==> config.mk <==
export PLATFORM = sky130hd
export DESIGN_NAME = cube_frame_accumulator
export DESIGN_NICKNAME = d
export VERILOG_FILES = /design/src/rtl/cube_acc_pkg.sv /design/src/rtl/cube_acc_add.sv /design/src/rtl/cube_frame_accumulator.sv
export SDC_FILE = /design/constraint.sdc
export NUM_CORES = 1
export LEC_CHECK = 0
export BUFFER_PORTS_ARGS = -buffer_cell sky130_fd_sc_hd__buf_2
export CORE_MARGIN = 1
export CORE_UTILIZATION = 57
export DETAILED_ROUTE_END_ITERATION = 6
export PLACE_DENSITY = 0.86
export SYNTH_ARGS = -nofsm -noshare
export SYNTH_HDL_FRONTEND = slang
export SYNTH_SLANG_ARGS = --single-unit
==> constraint.sdc <==
create_clock -name clk -period 4.17 [get_ports clk]
set_clock_uncertainty 0.15 [all_clocks]
set_input_delay 0.417 -clock clk [delete_from_list [all_inputs] [get_ports clk]]
set_output_delay 0.417 -clock clk [all_outputs]
set_load 0.02 [all_outputs]
==> src/rtl/cube_acc_pkg.sv <==
// Shared types and defaults for the cube frame accumulator.
// Build option CUBE_ACC_SAT_EN is consumed by cube_acc_add only.
package cube_acc_pkg;

  typedef enum logic {ACCUM, HOLD} state_t;

  localparam int DEF_DATA_W    = 24;
  localparam int DEF_FRAME_LEN = 8;

  // Width that holds FRAME_LEN full-scale samples without carry-out.
  function automatic int acc_width(input int data_w, input int frame_len);
    return data_w + $clog2(frame_len);
  endfunction

endpackage

==> src/rtl/cube_acc_add.sv <==
// Combinational accumulator adder with carry-out.
// CUBE_ACC_SAT_EN defined: clamp to all-ones on carry; otherwise wrap modulo 2^ACC_W.
module cube_acc_add #(
  parameter int DATA_W = 24,
  parameter int ACC_W  = 27
) (
  input  logic [ACC_W-1:0]  acc,
  input  logic [DATA_W-1:0] sample,
  output logic [ACC_W-1:0]  sum,
  output logic              carry
);

  // Wide enough for the zero-extended sample even when ACC_W < DATA_W.
  localparam int FULL_W = ((ACC_W > DATA_W) ? ACC_W : DATA_W) + 1;

  logic [FULL_W-1:0] full;

  always_comb begin
    full  = FULL_W'(acc) + FULL_W'(sample);
    carry = |full[FULL_W-1:ACC_W];
`ifdef CUBE_ACC_SAT_EN
    sum   = carry ? '1 : full[ACC_W-1:0];
`else
    sum   = full[ACC_W-1:0];
`endif
  end

endmodule

==> src/rtl/cube_frame_accumulator.sv <==
// Sums FRAME_LEN cube samples per frame and hands each sum out on a valid/ready port.
// Saturating accumulation is selected by CUBE_ACC_SAT_EN (see cube_acc_add).
module cube_frame_accumulator
  import cube_acc_pkg::*;
#(
  parameter int DATA_W    = DEF_DATA_W,
  parameter int FRAME_LEN = DEF_FRAME_LEN,
  parameter int ACC_W     = acc_width(DATA_W, FRAME_LEN),
  parameter int CNT_W     = $clog2(FRAME_LEN + 1)
) (
  input  logic              clk,
  input  logic              rst_n,
  input  logic              in_valid,
  input  logic [DATA_W-1:0] in_data,
  output logic              in_ready,
  input  logic              flush,
  output logic              sum_valid,
  output logic [ACC_W-1:0]  sum_data,
  output logic [CNT_W-1:0]  sum_count,
  output logic              sum_ovf,
  input  logic              sum_ready
);

  state_t            state;
  logic [ACC_W-1:0]  acc;
  logic [CNT_W-1:0]  count;
  logic              ovf;

  logic              accept;
  logic              close;
  logic [DATA_W-1:0] add_in;
  logic [ACC_W-1:0]  add_sum;
  logic              add_carry;
  logic [CNT_W-1:0]  next_count;
  logic              next_ovf;

  // Gated with rst_n so upstream sees no ready while reset is asserted.
  assign in_ready   = rst_n & (state == ACCUM);
  assign accept     = in_valid & in_ready;
  assign add_in     = accept ? in_data : '0;
  assign next_count = count + CNT_W'(accept);
  assign next_ovf   = ovf | (accept & add_carry);
  assign close      = (accept && (next_count == CNT_W'(FRAME_LEN)))
                    || (flush && ((count != '0) || accept));

  cube_acc_add #(
    .DATA_W (DATA_W),
    .ACC_W  (ACC_W)
  ) u_add (
    .acc    (acc),
    .sample (add_in),
    .sum    (add_sum),
    .carry  (add_carry)
  );

  always_ff @(posedge clk or negedge rst_n) begin
    if (!rst_n) begin
      state     <= ACCUM;
      acc       <= '0;
      count     <= '0;
      ovf       <= 1'b0;
      sum_valid <= 1'b0;
      sum_data  <= '0;
      sum_count <= '0;
      sum_ovf   <= 1'b0;
    end else begin
      case (state)
        ACCUM: begin
          if (close) begin
            sum_data  <= add_sum;
            sum_count <= next_count;
            sum_ovf   <= next_ovf;
            sum_valid <= 1'b1;
            acc       <= '0;
            count     <= '0;
            ovf       <= 1'b0;
            state     <= HOLD;
          end else if (accept) begin
            acc   <= add_sum;
            count <= next_count;
            ovf   <= next_ovf;
          end
        end
        HOLD: begin
          if (sum_ready) begin
            sum_valid <= 1'b0;
            state     <= ACCUM;
          end
        end
      endcase
    end
  end

endmodule

==> qor.csv <==
stage,metric,value,unit
floorplanning,dieArea,7584,um2
clock_network,clkTransAtPathRegs,0.08,ns
routing,drt_first_pass_iters,5,
global_route,grt_overflow,0,
logic_synthesis,synth_nets,518,
floorplanning,start_util,59.75,%
sta,max-slew-margin-rel,44.40,%
floorplanning,die_w,87.09,um
power,p_int,0.001339,W
worst_setup_path,criticalPathCategory,register to register,
worst_setup_path,worstPathArrival,3.75,ns
placed_design,port-buffer-count,62,
placed_design,routabilityCongestion,0.9043,
routing,wl_per_cell,16.70,um
logic_synthesis,yosysSeqAreaShare,40.02,%
power,pwr-share-seq,40.7,%
clock_network,cts_tree,done,
logic_synthesis,syn_area,4126,um2
clock_network,ctsResizeCount,0,
floorplanning,num_rows,30,
cells_and_area,final_common_cell,nand2_1,
worst_setup_path,path_max_fanout,13,
global_route,grt_pass1_wl,17710,um
status,outcome,completed,
min_path,hold_path_class,input pin to register,
clock_network,clock_latency,0.34,ns
logic_synthesis,ys.flop_type,dfrtp_1,
logic_synthesis,ys_types,48,
sta,period_needed,3.666,ns
flow_run,drv_cap,0,
power,p_leak,2.470,nW
global_route,grt_start_max_net_pins,67,
cells_and_area,fin_util,68.55,%
cells_and_area,area_delta_synth_final,14.74,%
power,p_switching,0.0007176,W
sta,hold_ws,0.1361,ns
cells_and_area,final_cell_mix,"nand2_1, dfrtp_1, buf_2",
sta,finalHoldViolCount,0,
floorplanning,boundaryPins,63,
worst_setup_path,crit_path_end_kind,register,
clock_network,htreeDepth,3,
global_route,grt.total_usage,30.17,%
clock_network,cts_buffers,9,
cells_and_area,fin_nets,578,
placed_design,hpwl,7790,um
power,power_frac_comb,30.9,%
clock_network,ctsLongestPathBuffers,2,
sta,setup-violations-final,0,
global_route,grt_pass1_vias,3731,
routing,viasPerCell,5.905,
floorplanning,core_area,6907,um2
routing,route.detailed.drc,0,
sta,slew_viol_final,0,
cells_and_area,drive_above_1_share,18.98,%
routing,first_iter_violations,210,
clock_network,cts_setup_buffers,0,
power,power,0.002056,W
cells_and_area,fill_cells,601,
sta,max_clock_freq,272.8,MHz
floorplanning,die_h,87.09,um
worst_setup_path,critical_path_required,4.25,ns
clock_network,clock_sinks,66,
logic_synthesis,syn_inst,462,
logic_synthesis,syn_area_per_cell,8.932,um2
logic_synthesis,synth-warning-count,0,
clock_network,holdBufCountCts,0,
sta,rsz0062_at_grt,false,
power,vdd_drop_max,263.7,uV
routing,vias,3679,
routing,ant_nets,0,
sta,worstMarginPinSlew,0.8341,ns
routing,wirelength,10400,um
cells_and_area,diodes,0,
clock_network,clock-root-buffer,clkbuf_8,
logic_synthesis,synth_edf_count,0,
power,power.density,434.3,nW/um2
power,clkPwrFrac,28.5,%
power,swShare,34.90,%
sta,setup-tns-final,0,ns
global_route,antenna_found_initial,0,
worst_setup_path,worstSetupStartpointType,register,
logic_synthesis,synth_seq_cells,66,
sta,final.period_utilization,87.91,%
logic_synthesis,async_reset_ff_share,100.0,%
## path summary, 6_finish.rpt
kind,endpoint,depth (start not counted),start,slack (ns)
worst max-delay path,sum_data[22],13,state,0.50
max in group asynchronous,acc[13],2,rst_n,3.11
min in group asynchronous,acc[23],2,rst_n,0.20
worst max register to register,sum_data[22],13,state,0.50
worst min register to register,sum_data[6],2,sum_data[6],0.32
worst min-delay path,sum_valid,2,sum_ready,0.14
## state kept, by name (all words and copies together), names as in the netlist
name       count
acc           27
count          4
ovf            1
sum_valid      1
sum_data      27
sum_ovf        1
sum_count      4
state          1
## critical path, cell delays in order (launching register included)
cell and delay, ns:
dfrtp_1 0.48, nor2b_1 0.19, buf_4 0.21, and3_1 0.18, ha_1 0.19, inv_1 0.07, fa_1 0.40, nand2b_1 0.18
a21oi_1 0.18, o21ai_1 0.16, o31ai_1 0.56, a211oi_1 0.17, xnor2_1 0.18, mux2_2 0.27
## synth_stat cells, types with 2 or more instances
cell,count,share of area (%)
nand2_1,93,8.5
dfrtp_1,66,40
a21oi_1,36,4.4
and3_1,27,4.1
ha_1,26,7.9
a22o_1,25,5.3
o21ai_0,24,2.9
nor2_1,19,1.7
xnor2_1,15,3.2
mux2_2,11,3.0
xor2_1,11,2.3
clkbuf_1,10,0.91
inv_1,9,0.82
nand3_1,9,1.1
buf_2,7,0.85
nand4_1,6,0.91
nor3_1,6,0.73
a31oi_1,5,0.76
o211ai_1,5,0.91
a21o_1,4,0.73
and2_1,4,0.61
mux2i_1,4,0.97
a211oi_1,3,0.55
nand2b_1,3,0.45
nor2b_1,3,0.45
o21a_1,3,0.55
o21ai_1,3,0.36
a2111oi_0,2,0.42
a221o_1,2,0.49
buf_1,2,0.18
nor4_1,2,0.30
## power groups by stage
| stage | logic (W) | clock network, W | registers (W) |
|---|---|---|---|
| 2_1_floorplan | 0.000325 | 0 | 0.000944 |
| 3_3_place_gp | 0.000614 | 0 | 0.000838 |
| 3_5_place_dp | 0.000634 | 0 | 0.000846 |
| 4_1_cts | 0.000637 | 0.000594 | 0.000836 |
| 5_1_grt | 0.000696 | 0.000618 | 0.000851 |
| 6_report | 0.000635 | 0.000585 | 0.000836 |
## cells by family after synthesis
kind of cell    count (synthesis)  share of synthesized area, %
simple gates                  178                         20.04
compound gates                119                         18.83
fa+ha+maj                      27                         8.369
flops                          66                         40.02
mux                            15                         3.972
xor+xnor                       26                         5.519
buf+inv                        31                         3.244
## final cells by class
| class | instances | area [um2] | area share (%) |
|---|---|---|---|
| Clock buffer | 11 | 131.4 | 2.775 |
| Clock inverter | 5 | 78.83 | 1.665 |
| Inverter | 10 | 37.54 | 0.7928 |
| Multi-Input combinational cell | 365 | 2345 | 49.52 |
| Sequential cell | 66 | 1652 | 34.88 |
| Tap cell | 96 | 120.1 | 2.537 |
| Timing Repair Buffer | 70 | 370.4 | 7.822 |
## per-layer routing
layer / part of all wire, % / vias to the layer above / global-route usage (%)
met2: 47 / 146 / 50.18
met5: 0 / - / 0
met4: 3.0 / 0 / 13.64
li1: - / 1775 / -
met3: 5.9 / 30 / 5.308
met1: 44 / 1728 / 38.39
## per-stage QoR
stage,instances,worst slack (ns),instance area [um2]
final,623,0.5042,4735
after global routing,623,0.2912,4735
after CTS,623,0.5138,4735
after detailed placement,607,0.4464,4524
after global placement,607,0.5311,4524
after floorplan,462,0.7257,4126
Note: power is estimated with default switching activity, not from simulation.
